--- src/rtl/fan_pwm_gen_pkg.sv ---
// fan_pwm_gen_pkg: state encodings and duty constants shared by the fan PWM generator.
package fan_pwm_gen_pkg;
   typedef enum logic [2:0] {
      FAN_OFF      = 3'd0,
      FAN_KICK     = 3'd1,
      FAN_RAMP     = 3'd2,
      FAN_RUN      = 3'd3,
      FAN_FAILSAFE = 3'd4
   } fanState_t;
   localparam logic [7:0] FanDutyFull = 8'hFF;
   localparam logic [7:0] FanDutyOff  = 8'h00;
   function automatic logic [7:0] fanTarget(input logic [7:0] duty, input logic [7:0] minDuty);
      return (duty < minDuty) ? minDuty : duty;
   endfunction
endpackage

--- src/rtl/fan_pwm_gen_if.sv ---
// fan_pwm_gen_if: register-file controls into the fan PWM generator and its readback.
interface fan_pwm_gen_if;
   import fan_pwm_gen_pkg::*;
   logic       Enable;
   logic [7:0] DutyReg;
   logic       TachFault;
   logic       FanPWM;
   logic [7:0] CurDuty;
   fanState_t  FanState;
   logic       PeriodTick;
   modport master(output Enable, DutyReg, TachFault, input FanPWM, CurDuty, FanState, PeriodTick);
   modport slave(input Enable, DutyReg, TachFault, output FanPWM, CurDuty, FanState, PeriodTick);
endinterface

--- src/rtl/fan_pwm_core.sv ---
// fan_pwm_core: 256-clock PWM period counter, end-of-period tick and registered duty comparator.
module fan_pwm_core
   import fan_pwm_gen_pkg::*;
(
   input  logic       CLKi,
   input  logic       ResetNi,
   input  logic [7:0] Duty,
   input  logic       ForceOff,
   output logic       FanPWM,
   output logic       PeriodTick
);
   logic [7:0] pCnt;
   logic [7:0] pCntNext;
   assign pCntNext   = pCnt + 8'd1;
   assign PeriodTick = pCnt == 8'hFF;
   // Compare the upcoming count with the upcoming duty so FanPWM lines up with pCnt.
   always_ff @(posedge CLKi or negedge ResetNi) begin
      if (!ResetNi) begin
         pCnt   <= 8'h00;
         FanPWM <= 1'b0;
      end else begin
         pCnt   <= pCntNext;
         FanPWM <= !ForceOff && (pCntNext < Duty || Duty == FanDutyFull);
      end
   end
endmodule

--- src/rtl/fan_pwm_gen.sv ---
// fan_pwm_gen: fan speed command with kick-start, rate-limited ramp, minimum-duty clamp
// and a tach-fault failsafe that forces full speed.
module fan_pwm_gen
   import fan_pwm_gen_pkg::*;
#(
   parameter int         KICK_PERIODS = 64,
   parameter int         RAMP_DIV     = 4,
   parameter logic [7:0] MIN_DUTY     = 8'h40,
   parameter int         FAULT_HOLD   = 128
) (
   input logic          CLKi,
   input logic          ResetNi,
   fan_pwm_gen_if.slave fanBus
);
   fanState_t  state, stateNext;
   logic [7:0] curDuty, dutyNext, dutyStep, target;
   logic [7:0] kickCnt, kickNext, rampCnt, rampNext, holdCnt, holdNext;
   logic       runReq, tick, forceOff;

   assign runReq   = fanBus.Enable && fanBus.DutyReg != FanDutyOff;
   assign target   = fanTarget(fanBus.DutyReg, MIN_DUTY);
   assign dutyStep = (curDuty < target) ? curDuty + 8'd1 : curDuty - 8'd1;

   always_ff @(posedge CLKi or negedge ResetNi) begin
      if (!ResetNi) begin
         state   <= FAN_OFF;
         curDuty <= FanDutyOff;
         kickCnt <= 8'h00;
         rampCnt <= 8'h00;
         holdCnt <= 8'h00;
      end else begin
         state   <= stateNext;
         curDuty <= dutyNext;
         kickCnt <= kickNext;
         rampCnt <= rampNext;
         holdCnt <= holdNext;
      end
   end

   // Disable outranks a tach fault; a fault acts at once, everything else waits for the tick.
   always_comb begin
      stateNext = state;
      dutyNext  = curDuty;
      kickNext  = kickCnt;
      rampNext  = rampCnt;
      holdNext  = holdCnt;
      if (!runReq) begin
         if (tick && state != FAN_OFF) begin
            stateNext = FAN_OFF;
            dutyNext  = FanDutyOff;
            kickNext  = 8'h00;
            rampNext  = 8'h00;
            holdNext  = 8'h00;
         end
      end else if (fanBus.TachFault) begin
         stateNext = FAN_FAILSAFE;
         dutyNext  = FanDutyFull;
         holdNext  = 8'h00;
      end else if (tick) begin
         case (state)
            FAN_OFF: begin
               stateNext = FAN_KICK;
               dutyNext  = FanDutyFull;
               kickNext  = 8'h00;
            end
            FAN_KICK: begin
               kickNext = kickCnt + 8'd1;
               if (kickCnt == 8'(KICK_PERIODS - 1)) begin
                  stateNext = FAN_RAMP;
                  rampNext  = 8'h00;
               end
            end
            FAN_RAMP:
               if (curDuty == target)
                  stateNext = FAN_RUN;
               else if (rampCnt == 8'(RAMP_DIV - 1)) begin
                  rampNext  = 8'h00;
                  dutyNext  = dutyStep;
                  stateNext = (dutyStep == target) ? FAN_RUN : FAN_RAMP;
               end else
                  rampNext = rampCnt + 8'd1;
            FAN_RUN:
               if (curDuty != target) begin
                  stateNext = FAN_RAMP;
                  rampNext  = 8'h00;
               end
            FAN_FAILSAFE: begin
               holdNext = holdCnt + 8'd1;
               if (holdCnt == 8'(FAULT_HOLD - 1)) begin
                  stateNext = FAN_RAMP;
                  rampNext  = 8'h00;
               end
            end
            default: stateNext = FAN_OFF;
         endcase
      end
   end

   always_comb begin
      fanBus.CurDuty    = curDuty;
      fanBus.FanState   = state;
      fanBus.PeriodTick = tick;
      forceOff          = stateNext == FAN_OFF;
   end

   fan_pwm_core core (
      .CLKi       (CLKi),
      .ResetNi    (ResetNi),
      .Duty       (dutyNext),
      .ForceOff   (forceOff),
      .FanPWM     (fanBus.FanPWM),
      .PeriodTick (tick)
   );
endmodule

--- src/flat_wrapper.sv ---
// flat-port wrapper written by rule: the top's interface ports become plain ports
module fan_pwm_gen_flat import fan_pwm_gen_pkg::*;
#(
   parameter int         KICK_PERIODS = 64,
   parameter int         RAMP_DIV     = 4,
   parameter logic [7:0] MIN_DUTY     = 8'h40,
   parameter int         FAULT_HOLD   = 128
)
  (CLKi, ResetNi, fanBus_Enable, fanBus_DutyReg, fanBus_TachFault, fanBus_FanPWM, fanBus_CurDuty, fanBus_FanState, fanBus_PeriodTick);
  fan_pwm_gen_if fanBus_i ();
  input logic CLKi;
  input logic ResetNi;
  input wire logic [$bits(fanBus_i.Enable)-1:0] fanBus_Enable;
  input wire logic [$bits(fanBus_i.DutyReg)-1:0] fanBus_DutyReg;
  input wire logic [$bits(fanBus_i.TachFault)-1:0] fanBus_TachFault;
  output wire logic [$bits(fanBus_i.FanPWM)-1:0] fanBus_FanPWM;
  output wire logic [$bits(fanBus_i.CurDuty)-1:0] fanBus_CurDuty;
  output wire logic [$bits(fanBus_i.FanState)-1:0] fanBus_FanState;
  output wire logic [$bits(fanBus_i.PeriodTick)-1:0] fanBus_PeriodTick;
  assign fanBus_i.Enable = fanBus_Enable;
  assign fanBus_i.DutyReg = fanBus_DutyReg;
  assign fanBus_i.TachFault = fanBus_TachFault;
  assign fanBus_FanPWM = fanBus_i.FanPWM;
  assign fanBus_CurDuty = fanBus_i.CurDuty;
  assign fanBus_FanState = fanBus_i.FanState;
  assign fanBus_PeriodTick = fanBus_i.PeriodTick;
  fan_pwm_gen #(.KICK_PERIODS(KICK_PERIODS), .RAMP_DIV(RAMP_DIV), .MIN_DUTY(MIN_DUTY), .FAULT_HOLD(FAULT_HOLD)) u_core (.CLKi(CLKi), .ResetNi(ResetNi), .fanBus(fanBus_i));
endmodule
--- config.mk ---
export PLATFORM = sky130hd
export DESIGN_NAME = fan_pwm_gen_flat
export DESIGN_NICKNAME = d
export VERILOG_FILES = /design/src/rtl/fan_pwm_gen_pkg.sv /design/src/rtl/fan_pwm_gen_if.sv /design/src/rtl/fan_pwm_core.sv /design/src/rtl/fan_pwm_gen.sv /design/src/flat_wrapper.sv
export SDC_FILE = /design/constraint.sdc
export NUM_CORES = 1
export LEC_CHECK = 0
export ABC_CLOCK_PERIOD_IN_PS = 8600
export CORE_MARGIN = 2
export CORE_UTILIZATION = 63
export CTS_CLUSTER_DIAMETER = 100
export DETAILED_ROUTE_END_ITERATION = 8
export PLACE_DENSITY = 0.95
export SYNTH_ARGS = -nofsm -noshare
export SYNTH_HDL_FRONTEND = slang
export SYNTH_HIERARCHICAL = 1
export SYNTH_SLANG_ARGS = --single-unit
--- constraint.sdc ---
create_clock -name CLKi -period 8.6 [get_ports CLKi]
set_input_delay 1.29 -clock CLKi [delete_from_list [all_inputs] [get_ports CLKi]]
set_output_delay 1.29 -clock CLKi [all_outputs]
set_load 0.1 [all_outputs]
### After elaboration in Yosys (flattened, before gate mapping)

Cells that the tools add are included.

* register bits after elaboration: 44
* latch bits: 0
* bits in writable memories: 0
* memory bits (read-only): 0
* bits of input ports: 12
* output and inout port bits: 13
* memories kept: 0

* add/subtract/negate cells: 6
* $mul: 0
* divide/modulo/power cells: 0
* $lt $le $gt $ge: 3
* eq/ne operators: 22
* shifts and indexed selects: 0
* multiplexer cells: 38
* bitwise operators: 0
* reduce and logical (&&, ||, !) cells: 13

Operators with widths (count)
* two-way mux 8 bit: 24
* adder 8 x 1 -> 8 bit, second input constant: 5
* one-hot mux 8 bit (2 select lines): 2
* one-hot mux 8 bit (4 select lines): 1
* two-way mux 3 bit: 9
* inequality test 3 bit, second input constant: 7
* equality test 8 bit: 2
* equality test 8 bit, second input constant: 2
* < comparator 8 bit: 2
* one-hot mux 3 bit (5 select lines): 1
* equality test 8 x 2 -> 1 bit, second input constant: 1
* equality test 8 x 6 -> 1 bit, second input constant: 1
* equality test 8 x 7 -> 1 bit, second input constant: 1
* < comparator 8 x 7 -> 1 bit, second input constant: 1
* inequality test 8 bit: 1
* AND reduction 8 bit: 1
* nonzero test 8 bit: 1
* subtractor 8 x 1 -> 8 bit, second input constant: 1
* equality test 3 x 2 -> 1 bit, second input constant: 2
* logical NOT 3 bit: 2
* inequality test 5 bit, second input constant: 1
* inequality test 2 bit, second input constant: 2
* AND reduction 4 bit: 1
* equality test 3 x 1 -> 1 bit, second input constant: 1
* 8 further kinds: 10

### Longest topological paths before layout

Gate-level depths: netlist (run 1).

* depth in word-level cells: 15
* gate-level depth with buffers: 22
* depth with buffers taken out: 21

### Hierarchy

Netlist (run 1), hierarchy kept.

By module, submodules not included
* fan_pwm_gen: times used 1, cells each 294, area each 2635.0 um^2, sequential area each 875.8 um^2
* fan_pwm_core: times used 1, cells each 53, area each 530.5 um^2, sequential area each 225.2 um^2

### Least setup slack after synthesis (run 1)

OpenSTA, ideal clock, no wires.

* kind: input to register
* from: in fanBus_DutyReg[6]
* to: reg u_core.core.FanPWM
* arrival: 5294 ps
* required time: 8476 ps
* path slack: 3182 ps
* cell stages on the path: 21
* buffers on the path: 1
* cell sequence: or2_2 clkbuf_1 nand2_1 ha_1 nor2b_1 o211ai_1 a21oi_1 a211oi_1 inv_1 ha_1 and2_1 a221o_1 nor4b_1 nor3b_2 xnor2_1 o221a_2 inv_1 ha_1 nand4_1 nor3_1 o21ai_1

RTL lines
* from (decl): line flat_wrapper.sv:14 `input wire logic [$bits(fanBus_i.DutyReg)-1:0] fanBus_DutyReg;`
* < comparator 8 x 7 -> 1 bit: line fan_pwm_gen_pkg.sv:13 `return (duty < minDuty) ? minDuty : duty;`
* two-way mux 8 bit: line fan_pwm_gen_pkg.sv:13
* < comparator 8 bit: line fan_pwm_gen.sv:22 `assign dutyStep = (curDuty < target) ? curDuty + 8'd1 : curDuty - 8'd1;`
* two-way mux 8 bit: line fan_pwm_gen.sv:22
* two-way mux 8 bit: line fan_pwm_gen.sv:76 `else if (rampCnt == 8'(RAMP_DIV - 1)) begin`
* two-way mux 8 bit: line fan_pwm_gen.sv:74 `if (curDuty == target)`
* one-hot mux 8 bit (2 select lines): line fan_pwm_gen.sv:60 `case (state)`
* two-way mux 8 bit: line fan_pwm_gen.sv:59 `end else if (tick) begin`
* two-way mux 8 bit: line fan_pwm_gen.sv:55 `end else if (fanBus.TachFault) begin`
* two-way mux 8 bit (*): line fan_pwm_gen.sv:47 `if (!runReq) begin`
* named net u_core.dutyNext[7]: line fan_pwm_gen.sv:16 `logic [7:0] curDuty, dutyNext, dutyStep, target;`
* < comparator 8 bit or equality test 8 bit (tied branches): line fan_pwm_core.sv:23 `FanPWM <= !ForceOff && (pCntNext < Duty || Duty == FanDutyFull);`
* logical OR 1 bit (*): line fan_pwm_core.sv:23
* logical AND 1 bit (*): line fan_pwm_core.sv:23
* to (signal assigned): line fan_pwm_core.sv:23
* to (decl): line fan_pwm_core.sv:9 `output logic FanPWM,`

Mark *: on every way through the listed nets, which the timed path passes. The rest lies on a longest branch.
A chain may end at the register's enable or synchronous reset.

### Final worst setup path (run 1)

* from: in fanBus_DutyReg[7]
* to: reg u_core.core.FanPWM

Same word-level chain as after synthesis.

==> run summary, run 1 <==
CTS tree - done
cell count after synthesis - 347
Max VDD drop - 0.0775 mV
CP Max Fanout - 8
initial antenna violation count - 0
total CTS buffers - 5
Antenna diodes - 0
Rel. slew slack - 0.352
Sequential Power Share - 0.475
Post-synth EDFFs - 0
fin nets - 408
Net Sw Frac - 0.264
Setup crit start kind - primary input
post_cts resized - 0
H-tree levels - 2
status - finished clean
total grt overflow - 0
Routed wire per std cell - 16.5 um
most frequent cells in the layout - dfrtp_1 (44), o21ai_0 (32), nor2_1 (31)
number of DRC markers in iteration 0 - 111
worst slew pin tran - 970 ps
drt drc - 0
Row Count - 25
Slew Viols, Final - 0
Yosys warnings - 6
CTS sink count - 44
Die Width - 74.9 um
Die Span Y - 74.9 um
Syn Area/Cell - 9.12 um2
crit end category - register
clock share of power - 0.346
final worst-path cycle share - 0.715
Psw - 0.000116 W
minimum clock period - 6150 ps
final wirelength - 7200 um
routed vias/inst - 6.41
vias after detailed routing - 2801
Async S/R FF share, synth - 1.00
Setup Skew - 6.58 ps
clock transition at the registers of the reported paths - 80 ps
DIE AREA - 0.00561 mm2
max_cap viols - 0
core box area - 0.00479 mm2
DR pass1 iterations - 5
Synth Net Count - 386
Initial Util - 0.661
Crit Path Class - in -> reg
synthesis-stage register bit count - 44
DRT antenna net count - 0
CTS Hold Buffers Added - 0
Pwr per Cell Area - 124 mW/mm2
commonest non-fill, non-tap cell in the layout - dfrtp_1
hold crit path type - reg -> reg
setup TNS - 0 ps
clk_lat worst skew - 290 ps
Comb pwr share - 0.179
Main synth FF type - dfrtp_1
CTS max path bufs - 2
I/O pins - 25
RSZ-0062 raised after global routing - no
Lkg Pwr - 1.56 nW
Finished Core Util - 0.741
synthesized cell area - 0.00317 mm2
Final GP Congestion - 0.885
Post CTS Setup Buffer Count - 0
first-pass GRT wire length - 11800 um
port buffer count - 24
P_int - 0.000324 W
vias in the first global route - 2590
final setup vio count - 0
Clock Tree Root - clkbuf_8
DP Cell Count - 429
Fin. Hold Viols - 0
layout cells sized above 1 - 0.0892
sequential area share after synthesis - 0.348
Layout area overhead - 12.1%
Req. time, crit path - 8780 ps
critical path arrival - 6320 ps
Fmax - 163 MHz
GRT Resource Usage Total - 0.276
Cell variety after synth - 61
non-filler instance count after layout - 437
Final HPWL DP - 5400 um
largest net degree at the start of global routing - 45
[path summary, 6_finish.rpt]
| path | to | cells after the start | start | slack (ps) |
|---|---|---|---|---|
| max | u_core/core/FanPWM | 21 | fanBus_DutyReg[7] | 2450 |
| min | u_core/rampCnt[7] | 1 | u_core/rampCnt[7] | 500 |
| max reg2reg | u_core/core/FanPWM | 18 | u_core/fanBus.CurDuty[1] | 3840 |
| min reg2reg | u_core/rampCnt[7] | 1 | u_core/rampCnt[7] | 500 |
| max in group asynchronous | u_core/core/FanPWM | 1 | ResetNi | 6850 |
| min in group asynchronous | u_core/kickCnt[2] | 1 | ResetNi | 1150 |
[cells in the mapped netlist (all sizes together) (6+ instances only)]
| master | instances | area share |
|---|---|---|
| nand4 | 9 | 0.018 |
| xnor2 | 12 | 0.033 |
| ha | 26 | 0.10 |
| dfrtp | 44 | 0.35 |
| nor2b | 6 | 0.012 |
| nand2b | 7 | 0.014 |
| o21ai | 35 | 0.057 |
| nand3 | 18 | 0.028 |
| inv | 15 | 0.018 |
| a21oi | 13 | 0.021 |
| nor3 | 6 | 0.0095 |
| nand2 | 28 | 0.033 |
| o31ai | 8 | 0.028 |
| xor2 | 7 | 0.019 |
| nor2 | 31 | 0.037 |
| and3 | 8 | 0.016 |
[critical path, cell delays in order]
cell and delay (ps):
clkdlybuf4s50_1 480, or2_2 360, nand2_1 110, ha_1 240, nor2b_1 130, o211ai_1 160, a21oi_1 90, a211oi_1 490
inv_1 300, ha_1 390, and2_1 160, a221o_1 370, nor4b_1 420, nor3b_2 120, xnor2_1 180, o221a_2 250
inv_1 50, ha_1 290, nand4_1 100, nor3_1 230, o21ai_1 100
[sequential cells by signal (all words and copies together), names as in the netlist]
name                    cells
u_core/core/FanPWM          1
u_core/core/pCnt            8
u_core/fanBus.CurDuty       8
u_core/fanBus.FanState      3
u_core/holdCnt              8
u_core/kickCnt              8
u_core/rampCnt              8
[routing by layer]
| layer | track usage | wire (um) |
|---|---|---|
| met1 | 0.367 | 3250 |
| met2 | 0.451 | 3370 |
| met3 | 0.0469 | 379 |
| met4 | 0.105 | 196 |
| met5 | 0 | 0 |
[through the flow]
stage | power [W] | hold WS, ps | setup slack [ps] | area (um2)
5_1_grt | 0.000460 | 532 | 2000 | 3550
3_5_place_dp | 0.000290 | 490 | 2240 | 3440
6_report | 0.000440 | 502 | 2450 | 3550
3_3_place_gp | 0.000289 | 479 | 2500 | 3440
4_1_cts | 0.000443 | 504 | 2510 | 3550
2_1_floorplan | 0.000266 | 455 | 3180 | 3170
[logic make-up (layout without fill, tap and decap cells)]
| group | Yosys count | after routing | synth area share |
|---|---|---|---|
| and+or+nand+nor | 141 | 141 | 0.239 |
| AOI/OAI and AO/OA | 88 | 88 | 0.198 |
| DFF | 44 | 44 | 0.348 |
| adders and majority gates | 27 | 27 | 0.109 |
| buffers and inverters | 24 | 47 | 0.0320 |
| xor gates and xnor gates | 21 | 21 | 0.0668 |
| muxes | 2 | 2 | 0.00672 |
[power groups by stage]
stage,clock (W),sequential (W),combinational [W]
4_1_cts,0.000156,0.000209,0.0000779
2_1_floorplan,0,0.000219,0.0000474
6_report,0.000152,0.000209,0.0000789
5_1_grt,0.000165,0.000209,0.0000858
3_5_place_dp,0,0.000213,0.0000772
3_3_place_gp,0,0.000213,0.0000756
[layout make-up]
| type | count | area, um2 |
|---|---|---|
| multi-input cells | 279 | 1960 |
| fillers | 342 | 1240 |
| flip-flops and latches | 44 | 1100 |
| repair buffers | 24 | 235 |
| well taps | 67 | 83.8 |
| clock buffers | 6 | 72.6 |
| inverters | 15 | 56.3 |
| clock inverters | 2 | 35.0 |
No activity file was read; power rests on OpenSTA's default activity.
==> run 2, diff against run 1 <==
ABC_CLOCK_PERIOD_IN_PS = 6150   (was 8600)
CORE_UTILIZATION = 59   (was 63)
PLACE_DENSITY = 0.92   (was 0.95)
clock period = 6.15 ns   (was 8.6 ns; I/O delays follow)
==> run 2 against run 1 <==
  * Setup slack lost 1800 ps
  * First-iteration DRC count increased by 63%
  * Final area up 0.32%
  * Clock-buffer cell count is the same
  * Cell count rose by 0.92%
  * Global-route usage is 0.79 points lower
  * Critical endpoint unchanged
==> run summary, run 2 (synthesis gave the netlist of run 1 again) <==
core box area - 0.00514 mm2 (+7.4%)
worst slew pin tran - 980 ps (+10.0 ps)
most frequent cells in the layout - dfrtp_1 (44), o21ai_0 (32), nor2_1 (31)
final wirelength - 7460 um (+3.6%)
DRT antenna net count - 0 (unchanged)
Max VDD drop - 0.156 mV (+100%)
Fin. Hold Viols - 0 (unchanged)
clk_lat worst skew - 300 ps (about the same)
drt drc - 0 (unchanged)
Lkg Pwr - 1.57 nW (+0.32%)
Crit Path Class - in -> reg
CTS tree - done
status - finished clean
hold crit path type - reg -> reg
Die Width - 77.3 um (+3.2%)
setup TNS - 0 ps (unchanged)
CTS sink count - 44 (unchanged)
final setup vio count - 0 (unchanged)
H-tree levels - 2 (unchanged)
fin nets - 409 (+0.25%)
Hold Slack - 509 ps (+6.91 ps)
Clock Tree Root - clkbuf_8
I/O pins - 25 (unchanged)
post_cts resized - 0 (unchanged)
final worst-path cycle share - 0.893
clock transition at the registers of the reported paths - 90 ps (about the same)
max_cap viols - 0 (unchanged)
Routed wire per std cell - 16.9 um (+2.7%)
setup slack, reg-to-reg - 1640 ps (-2200 ps)
Die Span Y - 77.3 um (+3.2%)
Rel. slew slack - 0.345 (-0.00670)
CTS max path bufs - 2 (unchanged)
Seq. cell area - 0.00110 mm2 (unchanged)
CTS Hold Buffers Added - 0 (unchanged)
total grt overflow - 0 (unchanged)
Layout area overhead - 12.4%
Initial Util - 0.616 (-0.0456)
fillers - 421 (+23%)
reg2reg end - u_core/core/FanPWM
vias after detailed routing - 2798 (-0.11%)
Setup Skew - 8.28 ps (+1.70 ps)
worst flop-to-flop path startpoint - u_core/fanBus.CurDuty[1]
CP Max Fanout - 8 (unchanged)
footprint of the multi-input gates - 0.00196 mm2 (unchanged)
Finished Core Util - 0.692 (-0.0489)
Pwr per Cell Area - 174 mW/mm2 (+41%)
RSZ-0062 raised after global routing - no
largest net degree at the start of global routing - 45 (unchanged)
critical path arrival - 5670 ps (-650 ps)
Setup crit end - u_core/core/FanPWM
initial antenna violation count - 0 (unchanged)
vias in the first global route - 2770 (+6.9%)
crit end category - register
Setup crit start kind - primary input
minimum clock period - 5490 ps
Fmax - 182 MHz
Antenna diodes - 0 (unchanged)
first-pass GRT wire length - 12900 um (+9.1%)
Final Instance Area - 0.00356 mm2 (+0.32%)
Slew Viols, Final - 0 (unchanged)
port buffer count - 24 (unchanged)
Post CTS Setup Buffer Count - 0 (unchanged)
Final GP Congestion - 0.926 (+4.7%)
GRT Resource Usage Total - 0.268 (-0.00791)
routed vias/inst - 6.34 (-1.0%)
total CTS buffers - 5 (unchanged)
Req. time, crit path - 6330 ps (-2450 ps)
Worst Setup SP - fanBus_DutyReg[6]
depth of the most critical reg-to-reg path - 19 (+1)
DIE AREA - 0.00597 mm2 (+6.4%)
commonest non-fill, non-tap cell in the layout - dfrtp_1
Final HPWL DP - 5650 um (+4.6%)
layout cells sized above 1 - 0.0916 (+0.00246)
Row Count - 26 (+4.0%)
DR pass1 iterations - 4 (-1)
number of DRC markers in iteration 0 - 181 (+63%)
instance area at placement - 0.00345 mm2 (+0.33%)
## run 2: cell count changes in the layout (fill, tap and decap cells not counted), sizes merged
cell	change
buf	+1
## run 2: worst min path at each step
stage	endpoint	cells past startpoint	slack [ps]	from
after global routing	u_core/rampCnt[7]	1	530	u_core/rampCnt[7]
after global placement	u_core/rampCnt[7]	1	480	u_core/rampCnt[7]
after detailed placement	u_core/rampCnt[7]	1	490	u_core/rampCnt[7]
after CTS	u_core/rampCnt[7]	1	510	u_core/rampCnt[7]
after floorplan	u_core/core/pCnt[0]	1	450	u_core/core/pCnt[0]
final	u_core/rampCnt[7]	1	510	u_core/rampCnt[7]
## run 2: cell type report
cell class | instances | share of cell area
multi-input combinational | 279 | 0.552
clock inverter | 2 | 0.00985
timing repair buffer | 25 | 0.0682
tap | 70 | 0.0246
clock buffer | 6 | 0.0204
inverter | 15 | 0.0158
sequential | 44 | 0.309
## run 2: worst max-delay path: stages
cell,delay (ps)
clkdlybuf4s50_1,460
or2_2,370
nand2_1,100
ha_1,240
nor2b_1,130
o211ai_1,150
a21oi_1,100
a211oi_1,220
buf_4,170
inv_1,130
ha_1,370
and2_1,170
a221o_1,360
nor4b_1,410
nor3b_2,120
xnor2_1,200
o221a_2,240
inv_1,50
ha_1,300
o21ai_0,120
o21ai_0,260
o21ai_1,80
## run 2: power by group
part	leakage (nW)	switching, W	internal (W)
combinational	0.964	0.0000675	0.0000431
clock	0.0552	0.0000970	0.000121
sequential	0.549	0.00000226	0.000290
total	1.57	0.000167	0.000454
## run 2: metrics by stage
step / cells / power [W] / worst slack, ps
final: 441 / 0.000621 / 661
after global routing: 441 / 0.000646 / 379
after CTS: 441 / 0.000623 / 709
after detailed placement: 433 / 0.000406 / 430
after global placement: 433 / 0.000404 / 690
after floorplan: 347 / 0.000372 / 1100
## run 2: per-layer routing
layer | global-route usage | wire, um | part of all wire
met4 | 0.111 | 165 | 0.022
met5 | 0 | 0 | 0
met3 | 0.0459 | 356 | 0.048
met2 | 0.445 | 3620 | 0.49
met1 | 0.345 | 3320 | 0.44
==> run 3, diff against run 2 <==
SLEW_MARGIN = 25   (was not set)
==> run 3 against run 2 <==
  * Clock-buffer cell count is the same
  * Register-to-register slack lost 20 ps
  * Critical path depth is the same
  * Cell count is the same
  * Power grew 0.12%
  * Setup slack lost 16 ps
  * Wire length shrank 0.15%
  * Sequential cell count is the same
  * Non-clock buffer count is the same
  * Die area is the same
  * Clock skew grew 0.95 ps
  * Critical endpoint unchanged
  * Worst hold slack gained 3.1 ps
==> run summary, run 3 (synthesis gave the netlist of run 1 again) <==
clk_lat worst skew - 300 ps (about the same)
Setup crit start kind - primary input
H-tree levels - 2 (unchanged)
vias in the first global route - 2770 (unchanged)
depth of the most critical reg-to-reg path - 19 (unchanged)
fin nets - 409 (unchanged)
Layout area overhead - 12.5% (about the same)
total grt overflow - 0 (unchanged)
clock transition at the registers of the reported paths - 90 ps (about the same)
DIE AREA - 0.00597 mm2 (unchanged)
GRT Resource Usage Total - 0.268 (unchanged)
Die Span Y - 77.3 um (unchanged)
Lkg Pwr - 1.57 nW (about the same)
DP Cell Count - 433 (unchanged)
worst slew pin tran - 980 ps (+0.139 ps)
status - finished clean
critical path arrival - 5690 ps (+20 ps)
Req. time, crit path - 6330 ps (about the same)
Setup Skew - 9.23 ps (+0.950 ps)
post_cts resized - 0 (unchanged)
Clock Tree Root - clkbuf_8
commonest non-fill, non-tap cell in the layout - dfrtp_1
CTS max path bufs - 2 (unchanged)
DR pass1 iterations - 4 (unchanged)
Final GP Congestion - 0.926 (unchanged)
routed vias/inst - 6.34 (about the same)
setup TNS - 0 ps (unchanged)
CP Max Fanout - 8 (unchanged)
non-filler instance count after layout - 441 (unchanged)
port buffer count - 24 (unchanged)
DRT antenna net count - 0 (unchanged)
Final Instance Area - 0.00356 mm2 (about the same)
Hold Slack - 512 ps (+3.12 ps)
max_cap viols - 0 (unchanged)
fillers - 420 (-0.24%)
number of DRC markers in iteration 0 - 181 (unchanged)
final wirelength - 7450 um (-0.15%)
CTS tree - done
total CTS buffers - 5 (unchanged)
Pwr per Cell Area - 174 mW/mm2 (about the same)
Fin. Hold Viols - 0 (unchanged)
minimum clock period - 5510 ps (+16.3 ps)
layout cells sized above 1 - 0.0916 (unchanged)
core box area - 0.00514 mm2 (unchanged)
hold crit path type - reg -> reg
Fmax - 182 MHz (-0.30%)
final setup vio count - 0 (unchanged)
initial antenna violation count - 0 (unchanged)
crit end category - register
Crit Path Class - in -> reg
Slew Viols, Final - 0 (unchanged)
first-pass GRT wire length - 12900 um (unchanged)
I/O pins - 25 (unchanged)
vias after detailed routing - 2797 (-0.036%)
RSZ-0062 raised after global routing - no
largest net degree at the start of global routing - 45 (unchanged)
Die Width - 77.3 um (unchanged)
CTS sink count - 44 (unchanged)
most frequent cells in the layout - dfrtp_1 (44), o21ai_0 (32), nor2_1 (31)
Row Count - 26 (unchanged)
Max VDD drop - 0.156 mV (about the same)
Final HPWL DP - 5650 um (unchanged)
instance area at placement - 0.00345 mm2 (unchanged)
Finished Core Util - 0.693 (about the same)
hold depth - 1 (unchanged)
Post CTS Setup Buffer Count - 0 (unchanged)
Rel. slew slack - 0.345 (about the same)
Routed wire per std cell - 16.9 um (-0.15%)
Antenna diodes - 0 (unchanged)
drt drc - 0 (unchanged)
Initial Util - 0.616 (unchanged)
CTS Hold Buffers Added - 0 (unchanged)
final worst-path cycle share - 0.895 (+0.00265)
-- run 3: cell counts in the layout (fill, tap and decap cells not counted) --
No cell type changed its count.
-- run 3: critical path, cell delays in order --
cell	delay (ps)
clkdlybuf4s50_1	470
or2_2	360
nand2_1	100
ha_1	240
nor2b_1	130
o211ai_1	150
a21oi_1	100
a211oi_1	230
buf_4	170
inv_1	140
ha_1	370
and2_1	170
a221o_1	360
nor4b_1	420
nor3b_2	120
xnor2_1	200
o221a_2	240
inv_1	50
ha_1	300
o21ai_0	120
o21ai_0	260
o21ai_1	80
-- run 3: stage by stage --
step | total power (W) | worst slack [ps]
after floorplan | 0.000372 | 1100
after global placement | 0.000404 | 690
after detailed placement | 0.000406 | 430
after CTS | 0.000623 | 709
after global routing | 0.000646 | 379
final | 0.000621 | 644
-- run 3: area by class of cell --
cell class,count,area [um2],area share
sequential,44,1100,0.309
clock buffer,6,72.6,0.0204
clock inverter,2,35.0,0.00984
timing repair buffer,25,245,0.0689
tap,70,87.6,0.0246
inverter,15,56.3,0.0158
multi-input combinational,279,1960,0.551
-- run 3: where the power goes --
group	internal (W)	total [W]	switching [W]
clock	0.000121	0.000218	0.0000977
combinational	0.0000433	0.000111	0.0000674
sequential	0.000290	0.000292	0.00000220
total	0.000454	0.000621	0.000167
-- run 3: final timing paths --
check	from	to	slack, ps
worst max-delay path	fanBus_DutyReg[7]	u_core/core/FanPWM	640
worst min-delay path	u_core/rampCnt[7]	u_core/rampCnt[7]	510
worst max register to register	u_core/fanBus.CurDuty[1]	u_core/core/FanPWM	1620
worst min register to register	u_core/rampCnt[7]	u_core/rampCnt[7]	510
max in group asynchronous	ResetNi	u_core/core/FanPWM	5160
min in group asynchronous	ResetNi	u_core/holdCnt[3]	610
-- run 3: metal layers --
layer,up-vias,global-route usage,share of wire
met3,21,0.0459,0.055
met5,-,0,0
met2,100,0.445,0.48
met1,1351,0.345,0.44
li1,1325,-,-
met4,0,0.111,0.022
